===== config.mk =====
export PLATFORM = sky130hd
export DESIGN_NAME = regfile_wb_arbiter
export DESIGN_NICKNAME = d
export VERILOG_FILES = /design/src/rtl/regfile_wb_arbiter_pkg.sv /design/src/rtl/regfile_wb_arbiter_wb_scoreboard.sv /design/src/rtl/regfile_wb_arbiter.sv
export SDC_FILE = /design/constraint.sdc
export NUM_CORES = 1
export LEC_CHECK = 0
export ABC_AREA = 1
export ABC_CLOCK_PERIOD_IN_PS = 1900
export BUFFER_PORTS_ARGS = -buffer_cell sky130_fd_sc_hd__buf_2
export CAP_MARGIN = 25
export CORE_ASPECT_RATIO = 1.25
export CORE_MARGIN = 2
export CORE_UTILIZATION = 54
export CTS_CLUSTER_SIZE = 14
export DETAILED_ROUTE_END_ITERATION = 12
export PLACE_DENSITY_LB_ADDON = 0.1
export SLEW_MARGIN = 5
export SYNTH_ARGS = -nofsm -noshare
export SYNTH_HDL_FRONTEND = slang
export SYNTH_HIERARCHICAL = 1
export SYNTH_SLANG_ARGS = --single-unit

===== constraint.sdc =====
create_clock -name clk -period 1.9 [get_ports clk]
set_clock_uncertainty 0.05 [all_clocks]
set_input_delay 0.095 -clock clk [delete_from_list [all_inputs] [get_ports clk]]
set_output_delay 0.095 -clock clk [all_outputs]
set_load 0.03 [all_outputs]

===== src/rtl/regfile_wb_arbiter_pkg.sv =====
// Shared core constants and types for the register-file write-back arbiter slice.
package regfile_wb_arbiter_pkg;

  localparam int CORE_XLEN = 32;
  localparam int REG_AW    = 5;
  localparam int NUM_REGS  = 32;

  typedef enum logic {
    GRANT_ALU = 1'b0,
    GRANT_LSU = 1'b1
  } grant_e;

endpackage


===== src/rtl/regfile_wb_arbiter_wb_scoreboard.sv =====
// Scoreboard of outstanding register writes plus the source-operand hazard query.
module wb_scoreboard
  import regfile_wb_arbiter_pkg::*;
(
  input  logic                clk,
  input  logic                rst,
  input  logic                issue_valid,
  input  logic [REG_AW-1:0]   issue_rd,
  input  logic                clr_en,
  input  logic [REG_AW-1:0]   clr_rd,
  input  logic [REG_AW-1:0]   rs1,
  input  logic [REG_AW-1:0]   rs2,
  output logic [NUM_REGS-1:0] busy,
  output logic                hazard
);

  logic [NUM_REGS-1:0] busy_q;
  logic [NUM_REGS-1:0] busy_d;

  // Clear is applied before set so a same-edge set on the same register wins.
  always_comb begin
    busy_d = busy_q;
    if (clr_en) begin
      busy_d[clr_rd] = 1'b0;
    end
    if (issue_valid && (issue_rd != '0)) begin
      busy_d[issue_rd] = 1'b1;
    end
    busy_d[0] = 1'b0;
  end

  always_ff @(posedge clk) begin
    if (rst) begin
      busy_q <= '0;
    end else begin
      busy_q <= busy_d;
    end
  end

  assign busy   = busy_q;
  assign hazard = busy_q[rs1] | busy_q[rs2] | (issue_valid & busy_q[issue_rd]);

endmodule


===== src/rtl/regfile_wb_arbiter.sv =====
// Two-requester write-back arbiter (ALU/LSU) driving the register-file write port,
// with a registered output stage and a busy scoreboard.
module regfile_wb_arbiter
  import regfile_wb_arbiter_pkg::*;
#(
  parameter int XLEN  = CORE_XLEN,
  parameter int RR_EN = 1
) (
  input  logic                clk,
  input  logic                rst,
  input  logic                alu_valid,
  input  logic [REG_AW-1:0]   alu_rd,
  input  logic [XLEN-1:0]     alu_data,
  output logic                alu_ready,
  input  logic                lsu_valid,
  input  logic [REG_AW-1:0]   lsu_rd,
  input  logic [XLEN-1:0]     lsu_data,
  output logic                lsu_ready,
  output logic                RegWrite,
  output logic [REG_AW-1:0]   WR,
  output logic [XLEN-1:0]     WD,
  input  logic                issue_valid,
  input  logic [REG_AW-1:0]   issue_rd,
  input  logic [REG_AW-1:0]   rs1,
  input  logic [REG_AW-1:0]   rs2,
  output logic                hazard,
  output logic [NUM_REGS-1:0] busy
);

  grant_e              last_grant_q, last_grant_d;
  logic                regwrite_q, regwrite_d;
  logic [REG_AW-1:0]   wr_q, wr_d;
  logic [XLEN-1:0]     wd_q, wd_d;

  // On contention, round-robin favours whoever did not win last time.
  always_comb begin
    alu_ready = 1'b0;
    lsu_ready = 1'b0;
    if (!rst) begin
      if (alu_valid && lsu_valid) begin
        if ((RR_EN != 0) && (last_grant_q == GRANT_ALU)) begin
          lsu_ready = 1'b1;
        end else begin
          alu_ready = 1'b1;
        end
      end else begin
        alu_ready = alu_valid;
        lsu_ready = lsu_valid;
      end
    end
  end

  always_comb begin
    last_grant_d = last_grant_q;
    regwrite_d   = 1'b0;
    wr_d         = wr_q;
    wd_d         = wd_q;
    if (alu_ready) begin
      last_grant_d = GRANT_ALU;
      regwrite_d   = (alu_rd != '0);
      wr_d         = alu_rd;
      wd_d         = alu_data;
    end else if (lsu_ready) begin
      last_grant_d = GRANT_LSU;
      regwrite_d   = (lsu_rd != '0);
      wr_d         = lsu_rd;
      wd_d         = lsu_data;
    end
  end

  // Reset points the pointer at the LSU so the ALU wins the first contest.
  always_ff @(posedge clk) begin
    if (rst) begin
      last_grant_q <= GRANT_LSU;
      regwrite_q   <= 1'b0;
      wr_q         <= '0;
      wd_q         <= '0;
    end else begin
      last_grant_q <= last_grant_d;
      regwrite_q   <= regwrite_d;
      wr_q         <= wr_d;
      wd_q         <= wd_d;
    end
  end

  assign RegWrite = regwrite_q;
  assign WR       = wr_q;
  assign WD       = wd_q;

  wb_scoreboard u_scoreboard (
    .clk         (clk),
    .rst         (rst),
    .issue_valid (issue_valid),
    .issue_rd    (issue_rd),
    .clr_en      (regwrite_q),
    .clr_rd      (wr_q),
    .rs1         (rs1),
    .rs2         (rs2),
    .busy        (busy),
    .hazard      (hazard)
  );

endmodule


==> impl_metrics.xml, run 1 <==
<?xml version="1.0" encoding="UTF-8"?>
<metrics>
  <group name="status">
    <metric name="run_status" unit="">completed</metric>
  </group>
  <group name="detailed_routing">
    <metric name="dr.pass1.iters" unit="">8</metric>
    <metric name="routed-via-count" unit="">5626</metric>
    <metric name="detail_route.drc_violations" unit="">0</metric>
    <metric name="routed_wire_length_per_instance" unit="µm">15.6</metric>
    <metric name="avgViaCountPerCell" unit="">5.60</metric>
    <metric name="dr.first_iter.drc_count" unit="">579</metric>
    <metric name="antenna_violating_nets_post_route" unit="">0</metric>
    <metric name="wirelength" unit="µm">15600</metric>
  </group>
  <group name="logic_synthesis">
    <metric name="synth_nets" unit="">830</metric>
    <metric name="synth_top_family_by_area" unit="">simple AND/OR/NAND/NOR gates</metric>
    <metric name="synthMuxAreaShare" unit="%">0</metric>
    <metric name="synth_simple_gate_area_share" unit="%">39.5</metric>
    <metric name="ys_top_cells_by_count" unit="">219 x sky130_fd_sc_hd__nand2_1, 122 x sky130_fd_sc_hd__nand3_1, 74 x sky130_fd_sc_hd__inv_1</metric>
    <metric name="postSynth.asyncResetShare" unit="%">0</metric>
    <metric name="yosys.cell_count.top_type" unit="">sky130_fd_sc_hd__nand2_1</metric>
    <metric name="yosys.area_share.adder" unit="%">0</metric>
    <metric name="post-synth-top-area-fraction" unit="%">31.3</metric>
    <metric name="ys_seq_elements" unit="">70</metric>
    <metric name="synth-edff-count" unit="">0</metric>
    <metric name="synth.avg_cell_area" unit="µm²">6.09</metric>
    <metric name="netlist_cell_types" unit="">27</metric>
    <metric name="synthXorXnorAreaFrac" unit="%">0</metric>
    <metric name="synth.cell_area" unit="mm²">0.00448</metric>
    <metric name="synth_area_leader_cell" unit="">sky130_fd_sc_hd__dfxtp_1</metric>
    <metric name="synth_compound_gate_area_share" unit="%">16.8</metric>
    <metric name="synth.yosys.seq_area_share" unit="%">31.3</metric>
    <metric name="netlist_top_cells_area" unit="">sky130_fd_sc_hd__dfxtp_1 31%, sky130_fd_sc_hd__nand2_1 18%, sky130_fd_sc_hd__nand3_1 14%</metric>
    <metric name="ys_warn_count" unit="">6</metric>
    <metric name="syn-instance-count" unit="">736</metric>
    <metric name="synthFlopType" unit="">sky130_fd_sc_hd__dfxtp_1</metric>
  </group>
  <group name="setup_path">
    <metric name="critical_path_required" unit="ns">1.75</metric>
    <metric name="rr_endpoint" unit="">RegWrite$_SDFF_PP0_</metric>
    <metric name="critPathSlowestCell" unit="">sky130_fd_sc_hd__dfxtp_1</metric>
    <metric name="crit_chain" unit="">inv_1 -&gt; nand2_1 -&gt; nand3_1 -&gt; nand3_1 -&gt; nand3_1 -&gt; nand3_1 -&gt; nand2_1 -&gt; nand3_1 -&gt; clkbuf_4</metric>
    <metric name="rr_startpoint" unit="">last_grant_q$_SDFFE_PP1P_</metric>
    <metric name="critPathArrivalTime" unit="ns">1.69</metric>
    <metric name="reg2reg_depth" unit="">7</metric>
    <metric name="timing.setup.critical_path_class" unit="">register to primary output</metric>
    <metric name="critical-path-max-stage-delay" unit="ns">0.49</metric>
    <metric name="rrSetupSlack" unit="ns">0.09</metric>
    <metric name="critical_path.endpoint_type" unit="">primary output</metric>
    <metric name="critical_path.n_buffers_inverters" unit="">2</metric>
    <metric name="path_delay_family" unit="">simple AND/OR/NAND/NOR gates</metric>
    <metric name="startpoint_type" unit="">register</metric>
    <metric name="crit_path_max_fanout" unit="">4</metric>
    <metric name="cell_repeated_most_along_the_worst_path" unit="">sky130_fd_sc_hd__nand3_1</metric>
  </group>
  <group name="clock_network">
    <metric name="cts_tree" unit="">yes</metric>
    <metric name="buffer_levels_on_the_longest_clock_path" unit="">2</metric>
    <metric name="cts_setup_buffers" unit="">0</metric>
    <metric name="clockRootBuffer" unit="">sky130_fd_sc_hd__clkbuf_8</metric>
    <metric name="cts_sinks" unit="">70</metric>
    <metric name="cts_made_buffers" unit="">9</metric>
    <metric name="htree_num_levels" unit="">3</metric>
    <metric name="clkTransAtPathRegs" unit="ns">0.08</metric>
    <metric name="worstSkewPairLatency" unit="ns">0.35</metric>
  </group>
  <group name="worst_hold_path">
    <metric name="min_delay_worst_endpoint" unit="">WD[29]$_SDFFE_PP0P_</metric>
    <metric name="hp-start" unit="">alu_data[29]</metric>
    <metric name="hold_path_class" unit="">input pin to register</metric>
    <metric name="hold_path_depth" unit="">5</metric>
  </group>
  <group name="die">
    <metric name="pin_count" unit="">167</metric>
    <metric name="fp.dieArea" unit="mm²">0.00905</metric>
    <metric name="die_width" unit="µm">85.5</metric>
    <metric name="start_util" unit="%">55.0</metric>
    <metric name="num_rows" unit="">37</metric>
    <metric name="core_region_area" unit="mm²">0.00815</metric>
    <metric name="floorplan.die.height" unit="µm">106</metric>
  </group>
  <group name="power_and_ir_drop">
    <metric name="logic_pwr_share" unit="%">24.5</metric>
    <metric name="power.static_leakage" unit="nW">2.85</metric>
    <metric name="power.share.switching" unit="%">31.9</metric>
    <metric name="powerDensity" unit="mW/mm²">681</metric>
    <metric name="p_int" unit="mW">2.66</metric>
    <metric name="vdd_drop_max" unit="µV">644</metric>
    <metric name="sw_power" unit="mW">1.24</metric>
    <metric name="total_power" unit="mW">3.90</metric>
    <metric name="seq_power_share" unit="%">41.7</metric>
    <metric name="share_clk_of_total_power" unit="%">33.7</metric>
  </group>
  <group name="timing">
    <metric name="timing_hold_violations_final" unit="">0</metric>
    <metric name="hold-worst-slack" unit="ns">0.0255</metric>
    <metric name="clock.fmax" unit="MHz">544</metric>
    <metric name="max_slew.worst_pin.slew" unit="ns">0.517</metric>
    <metric name="finalWorstSetupSlack" unit="ns">0.0628</metric>
    <metric name="grt_setup_unrepaired" unit="">no</metric>
    <metric name="timing.final.setup_violations" unit="">0</metric>
    <metric name="max-slew-margin-rel" unit="%">65.5</metric>
    <metric name="finalMaxSlewViolations" unit="">0</metric>
    <metric name="tns" unit="ns">0</metric>
    <metric name="min_period" unit="ns">1.84</metric>
    <metric name="post-route-period-util" unit="%">96.7</metric>
  </group>
  <group name="grt">
    <metric name="grt_pass1_wl" unit="µm">24200</metric>
    <metric name="global_route.usage.total" unit="%">33.6</metric>
    <metric name="grt_antenna_before_repair" unit="">0</metric>
    <metric name="number_of_global_route_vias_before_repair" unit="">5136</metric>
    <metric name="grt_overflow" unit="">0</metric>
    <metric name="largest_net_degree_at_the_start_of_global_routing" unit="">59</metric>
  </group>
  <group name="finish">
    <metric name="drive_above_1_share" unit="%">26.1</metric>
    <metric name="synthToLayoutAreaGrowth" unit="%">27.8</metric>
    <metric name="area_taken_by_multi_input_logic_gates" unit="mm²">0.00252</metric>
    <metric name="filler_cell_count" unit="">739</metric>
    <metric name="seq_area" unit="mm²">0.00143</metric>
    <metric name="n_antenna_cell" unit="">0</metric>
    <metric name="layout.nets" unit="">996</metric>
    <metric name="final_core_utilization" unit="%">70.3</metric>
  </group>
  <group name="place">
    <metric name="placement.io_buffers" unit="">165</metric>
    <metric name="detailedPlacementHpwl" unit="µm">11000</metric>
    <metric name="gpl.final_weighted_congestion" unit="">0.974</metric>
    <metric name="place_ws" unit="ns">0.259</metric>
  </group>
  <group name="run">
    <metric name="max_cap_violations" unit="">0</metric>
  </group>
</metrics>
[how the worst max path moves through the flow]
stage / from / end / cells past startpoint
global placement: issue_rd[0] / hazard / 13
global route: u_scoreboard/busy[23]$_SDFF_PP0_ / hazard / 11
floorplan: u_scoreboard/busy[10]$_SDFF_PP0_ / hazard / 10
CTS: u_scoreboard/busy[16]$_SDFF_PP0_ / hazard / 11
finish: u_scoreboard/busy[3]$_SDFF_PP0_ / hazard / 9
detailed placement: issue_rd[0] / hazard / 13
[layout by cell type, fill, tap and decap left out, types with 2 or more instances in the layout]
master                            n
sky130_fd_sc_hd__nor3_4           2
sky130_fd_sc_hd__clkbuf_8        10
sky130_fd_sc_hd__o21ai_0         42
sky130_fd_sc_hd__inv_1           74
sky130_fd_sc_hd__o21ai_1          3
sky130_fd_sc_hd__nor2_1          49
sky130_fd_sc_hd__clkinv_2         2
sky130_fd_sc_hd__buf_2          164
sky130_fd_sc_hd__nand2_1        219
sky130_fd_sc_hd__clkbuf_1         2
sky130_fd_sc_hd__dlygate4sd3_1   18
sky130_fd_sc_hd__a21boi_1         2
sky130_fd_sc_hd__nand3_1        122
sky130_fd_sc_hd__bufinv_16        2
sky130_fd_sc_hd__nor3_2           8
sky130_fd_sc_hd__buf_12           2
sky130_fd_sc_hd__dfxtp_1         47
sky130_fd_sc_hd__buf_4           10
sky130_fd_sc_hd__a21boi_0        19
sky130_fd_sc_hd__dfxtp_2         22
sky130_fd_sc_hd__a21oi_1         69
sky130_fd_sc_hd__inv_2            9
[worst min-delay path: stages]
cell                      delay [ns]
sky130_fd_sc_hd__buf_2          0.08
sky130_fd_sc_hd__nand3_1        0.07
sky130_fd_sc_hd__nand3_1        0.08
sky130_fd_sc_hd__nand2_1        0.04
sky130_fd_sc_hd__inv_1          0.04
[registers in the layout, summed over array words and instances (netlist names)]
signal and cells:
WR 5, RegWrite 1, u_scoreboard/busy 31, last_grant_q 1, WD 32
[power groups by stage]
stage | combinational (mW) | sequential, mW | clock, mW
6_report | 0.958 | 1.63 | 1.32
2_1_floorplan | 0.450 | 1.82 | 0
5_1_grt | 1.04 | 1.64 | 1.39
3_5_place_dp | 0.911 | 1.66 | 0
3_3_place_gp | 0.895 | 1.65 | 0
4_1_cts | 0.941 | 1.63 | 1.32
[area by class of cell]
class | count | area share, %
well taps | 97 | 2.12
flip-flops and latches | 70 | 25.0
clock buffers | 12 | 2.53
inverters | 83 | 5.44
multi-input cells | 543 | 44.1
repair buffers | 195 | 19.6
clock inverters | 4 | 1.22
[routing by layer]
layer	global-route usage (%)	vias up	part of all wire, %
li1	-	2709	-
met1	36.9	2538	36
met2	58.1	310	49
met3	6.89	69	8.3
met4	21.2	0	5.7
met5	0	-	0
[logic make-up after synthesis]
kind of cell           after synthesis
AOI/OAI and AO/OA                  137
other                                1
and+or+nand+nor                    405
DFF                                 70
buffers and inverters              123
[per-stage QoR]
| step | instances | cell area (µm²) |
|---|---|---|
| 2_1_floorplan | 736 | 4480 |
| 3_3_place_gp | 970 | 5300 |
| 3_5_place_dp | 970 | 5300 |
| 4_1_cts | 1004 | 5700 |
| 5_1_grt | 1004 | 5730 |
| 6_report | 1004 | 5730 |
[what timing repair did]
| action | CTS | global route |
|---|---|---|
| resized for setup | 0 | 27 |
| setup endpoints to repair | 0 | 1 |
| hold buffers | 18 | 0 |
| endpoints found under the hold margin | 16 | 0 |
Note: power is estimated with default switching activity, not from simulation.
==> run 2: changes to the inputs <==
Settings changed: ABC_CLOCK_PERIOD_IN_PS 1900 to 2360, MAX_ROUTING_LAYER set to met4, PLACE_DENSITY_LB_ADDON 0.1 to 0.08.
Clock period 1.9 ns to 2.36 ns, I/O delays scaled along.
==> run 2 against run 1 <==
Against the previous run: first-iteration DRC count is 18% lower; global-route usage is 0.22 points lower; non-clock buffer count fell by 18; critical path depth increased by 2; count of clock-buffer cells in the layout down 3; setup slack improved by 0.37 ns; flip-flop and latch count unchanged; via count down 4.1%; worst hold slack worse by 0.016 ns; critical path type unchanged; total power is 20% lower; sequential power fell by 20%; largest cell class unchanged; wire length decreased by 6.4%.
==> impl_metrics.xml, run 2 (same netlist as run 1, synthesis figures left out) <==
<?xml version="1.0" encoding="UTF-8"?>
<metrics>
  <group name="power_and_ir_drop">
    <metric name="vdd_drop_max" unit="µV">490</metric>
    <metric name="power.static_leakage" unit="nW">2.75</metric>
    <metric name="powerDensity" unit="mW/mm²">564</metric>
  </group>
  <group name="clock_network">
    <metric name="buffer_levels_on_the_longest_clock_path" unit="">2</metric>
    <metric name="worstSkewPairLatency" unit="ns">0.35</metric>
    <metric name="htree_num_levels" unit="">3</metric>
    <metric name="cts_setup_buffers" unit="">0</metric>
    <metric name="clockRootBuffer" unit="">sky130_fd_sc_hd__clkbuf_8</metric>
    <metric name="cts_sinks" unit="">70</metric>
    <metric name="cts_made_buffers" unit="">9</metric>
    <metric name="clkTransAtPathRegs" unit="ns">0.08</metric>
    <metric name="cts_tree" unit="">yes</metric>
  </group>
  <group name="place">
    <metric name="gpl.final_weighted_congestion" unit="">0.950</metric>
    <metric name="placement.io_buffers" unit="">165</metric>
    <metric name="post_dp_cell_area" unit="mm²">0.00524</metric>
    <metric name="detailedPlacementHpwl" unit="µm">10800</metric>
    <metric name="placed_cells_incl_taps" unit="">964</metric>
  </group>
  <group name="timing">
    <metric name="post-route-period-util" unit="%">81.5</metric>
    <metric name="max-slew-margin-rel" unit="%">55.5</metric>
    <metric name="clock.fmax" unit="MHz">520</metric>
    <metric name="tns" unit="ns">0</metric>
    <metric name="min_period" unit="ns">1.92</metric>
    <metric name="finalMaxSlewViolations" unit="">0</metric>
    <metric name="grt_setup_unrepaired" unit="">no</metric>
    <metric name="timing_hold_violations_final" unit="">0</metric>
    <metric name="timing.final.setup_violations" unit="">0</metric>
    <metric name="max_slew.worst_pin.slew" unit="ns">0.664</metric>
  </group>
  <group name="finish">
    <metric name="largest_reg_flops" unit="">32</metric>
    <metric name="most-common-layout-cells" unit="">219 x sky130_fd_sc_hd__nand2_1, 165 x sky130_fd_sc_hd__buf_2, 122 x sky130_fd_sc_hd__nand3_1, 74 x sky130_fd_sc_hd__inv_1, 70 x sky130_fd_sc_hd__dfxtp_1</metric>
    <metric name="drive_above_1_share" unit="%">23.6</metric>
    <metric name="synthToLayoutAreaGrowth" unit="%">23.2</metric>
    <metric name="instances_no_fill" unit="">986</metric>
    <metric name="commonest_non_fill_non_tap_cell_in_the_layout" unit="">sky130_fd_sc_hd__nand2_1</metric>
    <metric name="final_area" unit="mm²">0.00552</metric>
    <metric name="n_antenna_cell" unit="">0</metric>
    <metric name="layout.nets" unit="">978</metric>
  </group>
  <group name="die">
    <metric name="core_region_area" unit="mm²">0.00815</metric>
    <metric name="pin_count" unit="">167</metric>
    <metric name="floorplan.die.height" unit="µm">106</metric>
    <metric name="die_width" unit="µm">85.5</metric>
    <metric name="start_util" unit="%">55.0</metric>
    <metric name="fp.dieArea" unit="mm²">0.00905</metric>
    <metric name="num_rows" unit="">37</metric>
  </group>
  <group name="setup_path">
    <metric name="critPathSlowestCell" unit="">sky130_fd_sc_hd__dfxtp_1</metric>
    <metric name="critical_path_required" unit="ns">2.19</metric>
    <metric name="timing.setup.critical_path_class" unit="">register to primary output</metric>
    <metric name="critPathArrivalTime" unit="ns">1.76</metric>
    <metric name="critical_path.endpoint_type" unit="">primary output</metric>
    <metric name="critical-path-max-stage-delay" unit="ns">0.44</metric>
    <metric name="cell_repeated_most_along_the_worst_path" unit="">sky130_fd_sc_hd__nand2_1</metric>
    <metric name="path_delay_family" unit="">simple AND/OR/NAND/NOR gates</metric>
    <metric name="crit_path_max_fanout" unit="">4</metric>
    <metric name="startpoint_type" unit="">register</metric>
    <metric name="rrSetupSlack" unit="ns">0.62</metric>
    <metric name="crit_chain" unit="">inv_1 -&gt; o21ai_0 -&gt; nand2_1 -&gt; nand2_1 -&gt; nand2_1 -&gt; nand2_1 -&gt; nor2_1 -&gt; nand2_1 -&gt; nand2_1 -&gt; nand3_1 -&gt; buf_2</metric>
    <metric name="critical_path.n_buffers_inverters" unit="">2</metric>
  </group>
  <group name="detailed_routing">
    <metric name="wirelength_met1" unit="µm">5530</metric>
    <metric name="met3RoutedLength" unit="µm">1040</metric>
    <metric name="wirelength" unit="µm">14600</metric>
    <metric name="dr.first_iter.drc_count" unit="">477</metric>
    <metric name="avgViaCountPerCell" unit="">5.47</metric>
    <metric name="routed.top_layer" unit="">met4</metric>
    <metric name="dr.pass1.iters" unit="">8</metric>
    <metric name="route.met2.wl" unit="µm">7310</metric>
    <metric name="routed_wire_length_per_instance" unit="µm">14.8</metric>
    <metric name="routed-via-count" unit="">5395</metric>
    <metric name="antenna_violating_nets_post_route" unit="">0</metric>
    <metric name="detail_route.drc_violations" unit="">0</metric>
  </group>
  <group name="run">
    <metric name="max_cap_violations" unit="">0</metric>
  </group>
  <group name="grt">
    <metric name="grt_overflow" unit="">0</metric>
    <metric name="global_route.usage.total" unit="%">33.4</metric>
    <metric name="number_of_global_route_vias_before_repair" unit="">4952</metric>
    <metric name="grt_pass1_wl" unit="µm">23600</metric>
    <metric name="grt_antenna_before_repair" unit="">0</metric>
    <metric name="largest_net_degree_at_the_start_of_global_routing" unit="">60</metric>
  </group>
  <group name="status">
    <metric name="run_status" unit="">completed</metric>
  </group>
  <group name="worst_hold_path">
    <metric name="hold_path_class" unit="">input pin to register</metric>
  </group>
</metrics>
-- run 2: cell count changes in the layout (fill, tap and decap cells not counted), moves of 2 or more --
cell / before / now
sky130_fd_sc_hd__dfxtp_1: 47 / 70
sky130_fd_sc_hd__dfxtp_2: 22 / 0
sky130_fd_sc_hd__dlygate4sd3_1: 18 / 6
sky130_fd_sc_hd__buf_4: 10 / 5
sky130_fd_sc_hd__clkbuf_1: 2 / 0
sky130_fd_sc_hd__clkinvlp_4: 0 / 2
sky130_fd_sc_hd__o21ai_0: 42 / 44
sky130_fd_sc_hd__o21ai_1: 3 / 1
-- run 2: worst register-to-register path: stages, from the launching register on --
cell and delay, ns:
sky130_fd_sc_hd__dfxtp_1 0.31, sky130_fd_sc_hd__inv_1 0.07, sky130_fd_sc_hd__nand2_1 0.08, sky130_fd_sc_hd__nand2_2 0.29, sky130_fd_sc_hd__inv_1 0.10, sky130_fd_sc_hd__o21ai_1 0.09, sky130_fd_sc_hd__nand2_1 0.07, sky130_fd_sc_hd__dlygate4sd3_1 0.57
-- run 2: routing by layer --
metal  vias to the layer above  global-route usage [%]
li1                       2676                       -
met3                        54                    4.39
met5                         -                       -
met1                      2398                    37.2
met4                         0                    18.8
met2                       267                    56.9
-- run 2: stage by stage --
stage | power [mW] | worst slack, ns | utilization (%) | hold slack [ns]
CTS | 3.12 | 0.455 | 67.8 | 0.000875
global route | 3.25 | 0.295 | 67.8 | 0.0271
global placement | 2.04 | 0.737 | 64.3 | 0.314
floorplan | 1.83 | 0.893 | - | 0.137
finish | 3.11 | 0.435 | 67.8 | 0.00955
detailed placement | 2.06 | 0.679 | 64.3 | 0.308
-- run 2: what timing repair did --
| item | in CTS | in global routing |
|---|---|---|
| hold endpoints to repair | 5 | 0 |
| hold buffers | 6 | 0 |
| resized for setup | 0 | 0 |
-- run 2: cell type report --
cell class                      count  area (µm²)
Inverter                           83         312
Timing Repair Buffer              177         943
Clock inverter                      7        97.6
Multi-Input combinational cell    543        2520
Clock buffer                        9         124
Tap cell                           97         121
Fill cell                         781        2620
Sequential cell                    70        1400
-- run 2: where the power goes --
group	switching (mW)	internal, mW	total [mW]	leakage, nW
Combinational	0.497	0.242	0.739	2.07
Clock	0.470	0.598	1.07	0.106
Sequential	0.0525	1.25	1.31	0.576
Total	1.02	2.09	3.11	2.75
-- run 2: final timing paths --
path	from	endpoint	depth (start not counted)
setup / recovery	u_scoreboard/busy[22]$_SDFF_PP0_	hazard	11
hold / removal	lsu_rd[1]	WR[1]$_SDFFE_PP0P_	5
setup reg to reg	last_grant_q$_SDFFE_PP1P_	RegWrite$_SDFF_PP0_	7
hold reg to reg	WD[14]$_SDFFE_PP0P_	WD[14]$_SDFFE_PP0P_	2
